### src/rtl/pl_mem_stage.sv
`timescale 1ns/1ps
// pl_mem_stage: memory-access stage of the RV32 5-stage pipeline.
// Drives a req/ready data bus from the M-stage controls, extends load data,
// holds the MEM/WB register, stalls upstream while the bus is busy and
// reports misaligned accesses and bus timeouts as one-cycle pulses.
module pl_mem_stage #(
    parameter int unsigned TIMEOUT = 16,
    parameter int unsigned CNT_W   = 8
) (
    input  logic        clk,
    input  logic        reset,
    input  logic        RegWriteM,
    input  logic [1:0]  ResultSrcM,
    input  logic        MemWriteM,
    input  logic [31:0] ALUResultM,
    input  logic [31:0] WriteDataM,
    input  logic [4:0]  RdM,
    input  logic [31:0] PCPLus4M,
    input  logic [2:0]  funct3M,
    input  logic [31:0] lAuiPCM,
    output logic        mem_req,
    output logic        mem_we,
    output logic [31:0] mem_addr,
    output logic [3:0]  mem_be,
    output logic [31:0] mem_wdata,
    input  logic        mem_ready,
    input  logic [31:0] mem_rdata,
    output logic        StallM,
    output logic        RegWriteW,
    output logic [1:0]  ResultSrcW,
    output logic [31:0] ALUResultW,
    output logic [31:0] ReadDataW,
    output logic [4:0]  RdW,
    output logic [31:0] PCPLus4W,
    output logic [31:0] lAuiPCW,
    output logic        misalign,
    output logic        bus_err
);

    typedef enum logic {S_IDLE, S_WAIT} state_t;

    state_t           state;
    logic [CNT_W-1:0] cnt;

    logic [1:0]  off;
    logic        is_load;
    logic        access;
    logic        misaligned;
    logic [31:0] shifted;
    logic [31:0] load_data;
    logic        done_ok;
    logic        timeout;
    logic        mis_now;

    assign off        = ALUResultM[1:0];
    assign is_load    = (ResultSrcM == 2'b01);
    assign access     = MemWriteM | is_load;
    assign misaligned = ((funct3M[1:0] == 2'b01) && off[0]) ||
                        ((funct3M[1:0] == 2'b10) && (off != 2'b00));

    assign mem_we   = MemWriteM;
    assign mem_addr = {ALUResultM[31:2], 2'b00};

    // Byte lanes and lane-replicated store data from the access width
    always_comb begin
        mem_be    = 4'b1111;
        mem_wdata = WriteDataM;
        case (funct3M[1:0])
            2'b00: begin
                mem_be    = 4'b0001 << off;
                mem_wdata = {4{WriteDataM[7:0]}};
            end
            2'b01: begin
                mem_be    = 4'b0011 << off;
                mem_wdata = {2{WriteDataM[15:0]}};
            end
            default: begin
                mem_be    = 4'b1111;
                mem_wdata = WriteDataM;
            end
        endcase
    end

    // Extract the addressed byte/half from the read word and extend it
    always_comb begin
        shifted   = mem_rdata >> {off, 3'b000};
        load_data = mem_rdata;
        case (funct3M)
            3'b000:  load_data = {{24{shifted[7]}}, shifted[7:0]};
            3'b100:  load_data = {24'h000000, shifted[7:0]};
            3'b001:  load_data = {{16{shifted[15]}}, shifted[15:0]};
            3'b101:  load_data = {16'h0000, shifted[15:0]};
            default: load_data = mem_rdata;
        endcase
    end

    // Bus request, stall and completion decode from FSM state and M inputs
    always_comb begin
        mem_req = 1'b0;
        StallM  = 1'b0;
        done_ok = 1'b0;
        timeout = 1'b0;
        mis_now = 1'b0;
        case (state)
            S_IDLE: begin
                if (access) begin
                    if (misaligned) begin
                        mis_now = 1'b1;
                    end else begin
                        mem_req = 1'b1;
                        if (mem_ready) done_ok = 1'b1;
                        else           StallM  = 1'b1;
                    end
                end
            end
            S_WAIT: begin
                mem_req = 1'b1;
                if (mem_ready)                    done_ok = 1'b1;
                else if (cnt >= CNT_W'(TIMEOUT))  timeout = 1'b1;
                else                              StallM  = 1'b1;
            end
            default: ;
        endcase
    end

    // Access FSM and wait counter
    always_ff @(posedge clk) begin
        if (reset) begin
            state <= S_IDLE;
            cnt   <= '0;
        end else begin
            case (state)
                S_IDLE: begin
                    if (StallM) begin
                        state <= S_WAIT;
                        cnt   <= CNT_W'(1);
                    end
                end
                S_WAIT: begin
                    if (StallM) begin
                        cnt <= cnt + 1'b1;
                    end else begin
                        state <= S_IDLE;
                        cnt   <= '0;
                    end
                end
                default: begin
                    state <= S_IDLE;
                    cnt   <= '0;
                end
            endcase
        end
    end

    // MEM/WB register: capture on progress, bubble while stalled
    always_ff @(posedge clk) begin
        if (reset || StallM) begin
            RegWriteW  <= 1'b0;
            ResultSrcW <= '0;
            ALUResultW <= '0;
            ReadDataW  <= '0;
            RdW        <= '0;
            PCPLus4W   <= '0;
            lAuiPCW    <= '0;
            misalign   <= 1'b0;
            bus_err    <= 1'b0;
        end else begin
            RegWriteW  <= RegWriteM & ~mis_now & ~timeout;
            ResultSrcW <= ResultSrcM;
            ALUResultW <= ALUResultM;
            ReadDataW  <= (is_load && done_ok) ? load_data : '0;
            RdW        <= RdM;
            PCPLus4W   <= PCPLus4M;
            lAuiPCW    <= lAuiPCM;
            misalign   <= mis_now;
            bus_err    <= timeout;
        end
    end

endmodule

### config.mk
export PLATFORM = sky130hd
export DESIGN_NAME = pl_mem_stage
export DESIGN_NICKNAME = d
export VERILOG_FILES = /design/src/rtl/pl_mem_stage.sv
export SDC_FILE = /design/constraint.sdc
export NUM_CORES = 1
export LEC_CHECK = 0
export BUFFER_PORTS_ARGS = -buffer_cell sky130_fd_sc_hd__buf_2
export CORE_AREA = 4 4 148 150
export CTS_BUF_LIST = sky130_fd_sc_hd__clkbuf_4
export DETAILED_ROUTE_END_ITERATION = 16
export DIE_AREA = 0 0 152 154
export GPL_ROUTABILITY_DRIVEN = 0
export GPL_TIMING_DRIVEN = 1
export PLACE_DENSITY = 0.56
export SLEW_MARGIN = 20
export SYNTH_ARGS = -nofsm -noshare
export SYNTH_HDL_FRONTEND = slang
export SYNTH_SLANG_ARGS = --single-unit
export TNS_END_PERCENT = 100
### constraint.sdc
create_clock -name clk -period 2.8 [get_ports clk]
set_input_delay 0.42 -clock clk [delete_from_list [all_inputs] [get_ports clk]]
set_output_delay 0.42 -clock clk [all_outputs]
set_load 0.05 [all_outputs]
==> impl_metrics.toml <==
[outcome]
status = "complete, no violations"

[sta]
max-slew-margin-rel_pct = 48.73
tightestPinTransition_ps = 766.2
fmax_ghz = 0.3924
slew_viol_final = 0
min_period_ps = 2548
fin_ws_ps = 251.8
rsz0062_at_grt = "no"
fin_tns_setup_ps = 0
clock_skew_ps = 32.36
holdWs_ps = 97.34
setup_viol = 0
hold_violations = 0
fin_crit_sh_pct = 91.01

[route]
initialDrtViolationCount = 169
drc_errors = 0
wirelength_um = 17800
ant_nets = 0
routedWlPerCell_um = 15.02
first_pass_iters = 4
via_count = 5029
viasPerCell = 4.244

[synthesis]
netlist_top_cells_area = "dfxtp_1, and2_4, buf_4"
ys_types = 51
yosysSeqAreaShare_pct = 51.07
synth_top_cell_by_area = "dfxtp_1"
synth_top_area_share_pct = 51.07
synth.most_common_cell = "dfxtp_1"
avgSynthCellArea_sq_um = 10.46
syn_area_sq_um = 5762
ys.warnings.count = 0
syn_inst = 551
ys_ff_latch = 147
synth_enable_flop_cells = 0
synthFlopType = "dfxtp_1"
yosys-top-cells-count = "dfxtp_1, and2_4, and2_1"
synthArstFlopShare_pct = 0

[min_path]
hp-class = "in2reg"
worstHoldEndpoint = "RdW[3]"
hp-start = "RdM[3]"
hold_depth = 2

[global_route]
grt_max_degree = 103
antenna_found_initial = 0
grt_first_pass_wirelength_um = 27450
grt-ovfl-total = 0
grt_usage_pct = 14.61
grt_pass1_vias = 4955

[clock_tree]
htreeDepth = 4
clkTransAtPathRegs_ps = 130
cts_sinks = 147
numCtsBuffers = 17
clock_latency_ps = 530
ctsRootBufferMaster = "clkbuf_4"
cts_max_path_buffers = 2
post_cts_buffers = 0
cts_tree = "done"

[worst_setup_path]
cp.required_ps = 2380
r2r_cells = 5
critPathLaunchType = "flop"
worstSetupPathType = "reg2out"
crit_fanout = 6
end_kind = "output port"
critPathArrivalTime_ps = 2130
ff2ff_setup_slack_ps = 930
r2r_end = "ALUResultW[6]"
reg2reg_from = "cnt[5]"

[placement]
post-place-ws_ps = 535.9
io_buffers = 381
dp_hpwl_um = 13590

[finish]
fin_util_pct = 38.46
fillers = 2121
synthToLayoutAreaGrowth_pct = 38.11
drive_gt1_share_pct = 55.82
multiInputGateArea_sq_um = 2271
final_nets = 1075
seqCellArea_sq_um = 2943
diodes = 0

[power]
power_density_nw_per_um2 = 598.8
cellLeakagePower_nw = 4.080
worst_ir_drop_vdd_v = 0.0001902

[job]
maxCapViolations = 0

[floorplanning]
fp.coreArea_sq_um = 20690
num_io_pins = 384
dieArea_sq_um = 23410
die_x_um = 152
fp-row-count = 53
die_h_um = 154
initial_core_util_pct = 27.85
## registers in the layout (all words and copies together) (netlist names)
name / cells
ALUResultW: 32
PCPLus4W: 32
ReadDataW: 32
lAuiPCW: 32
cnt: 8
RdW: 5
ResultSrcW: 2
RegWriteW: 1
bus_err: 1
misalign: 1
state: 1
## layout make-up
class | count | share of cell area (%)
Sequential cell | 147 | 36.98
Multi-Input combinational cell | 317 | 28.54
Timing Repair Buffer | 401 | 26.35
Tap cell | 275 | 4.324
Clock buffer | 17 | 1.604
Clock inverter | 14 | 1.541
Inverter | 14 | 0.6604
## routing by layer
metal / up-vias / global-route usage (%) / part of all wire [%] / wire length, um
met3: 9 / 6.389 / 10 / 1798
li1: 2472 / - / - / -
met2: 260 / 24.53 / 49 / 8718
met4: 0 / 3.853 / 0.87 / 155
met5: - / 0 / 0 / 0
met1: 2288 / 17.15 / 40 / 7124
## cell usage in the layout (no fill, tap or decap), types with 11 or more instances in the layout
| master | n |
|---|---|
| inv_1 | 14 |
| dfxtp_1 | 147 |
| nand2_1 | 40 |
| mux2_2 | 16 |
| a21oi_1 | 22 |
| dlygate4sd3_1 | 11 |
| and2_1 | 44 |
| mux2i_1 | 24 |
| clkbuf_4 | 17 |
| nor2_1 | 21 |
| o21ai_0 | 13 |
| buf_2 | 381 |
| and2_4 | 61 |
## what timing repair did
item,in CTS,in global routing
hold endpoints to repair,1,10
resized for setup,0,0
hold buffers,1,10
## power breakdown
group / internal (W) / switching, W / leakage [nW] / total [W]
logic: 0.000391 / 0.000925 / 2.75 / 0.00132
clock network: 0.000373 / 0.000847 / 0.123 / 0.00122
registers: 0.00220 / 0.0000290 / 1.21 / 0.00223
## cell families after synthesis
logic type      synth area share (%)
flops                          51.07
other cells                  0.06508
simple gates                   20.91
compound gates                 10.25
buf+inv                        9.577
mux                            7.687
fa+ha+maj                     0.4342
## critical path, cell delays in order (launching register included)
cell and delay [ps]:
dfxtp_1 360, or4_4 590, or2_2 330, nand2_1 60, buf_2 270
## stage by stage
step                cells  instance area, sq um  total power, W
global placement     1143                  7597        0.003589
global route         1185                  7958        0.005028
floorplan             552                  5766        0.003263
CTS                  1175                  7858        0.004853
finish               1185                  7958        0.004765
detailed placement   1143                  7597        0.003592
## how the worst max path moves through the flow
stage	startpoint	endpoint	slack [ps]	cells after the start
6_report	cnt[5]	StallM	250	4
5_1_grt	cnt[5]	StallM	100	4
4_1_cts	cnt[5]	StallM	160	4
3_5_place_dp	ALUResultM[1]	RegWriteW	540	6
3_3_place_gp	ALUResultM[1]	ReadDataW[8]	570	5
2_1_floorplan	funct3M[0]	mem_wdata[30]	230	4
(Power assumes the default switching activity.)
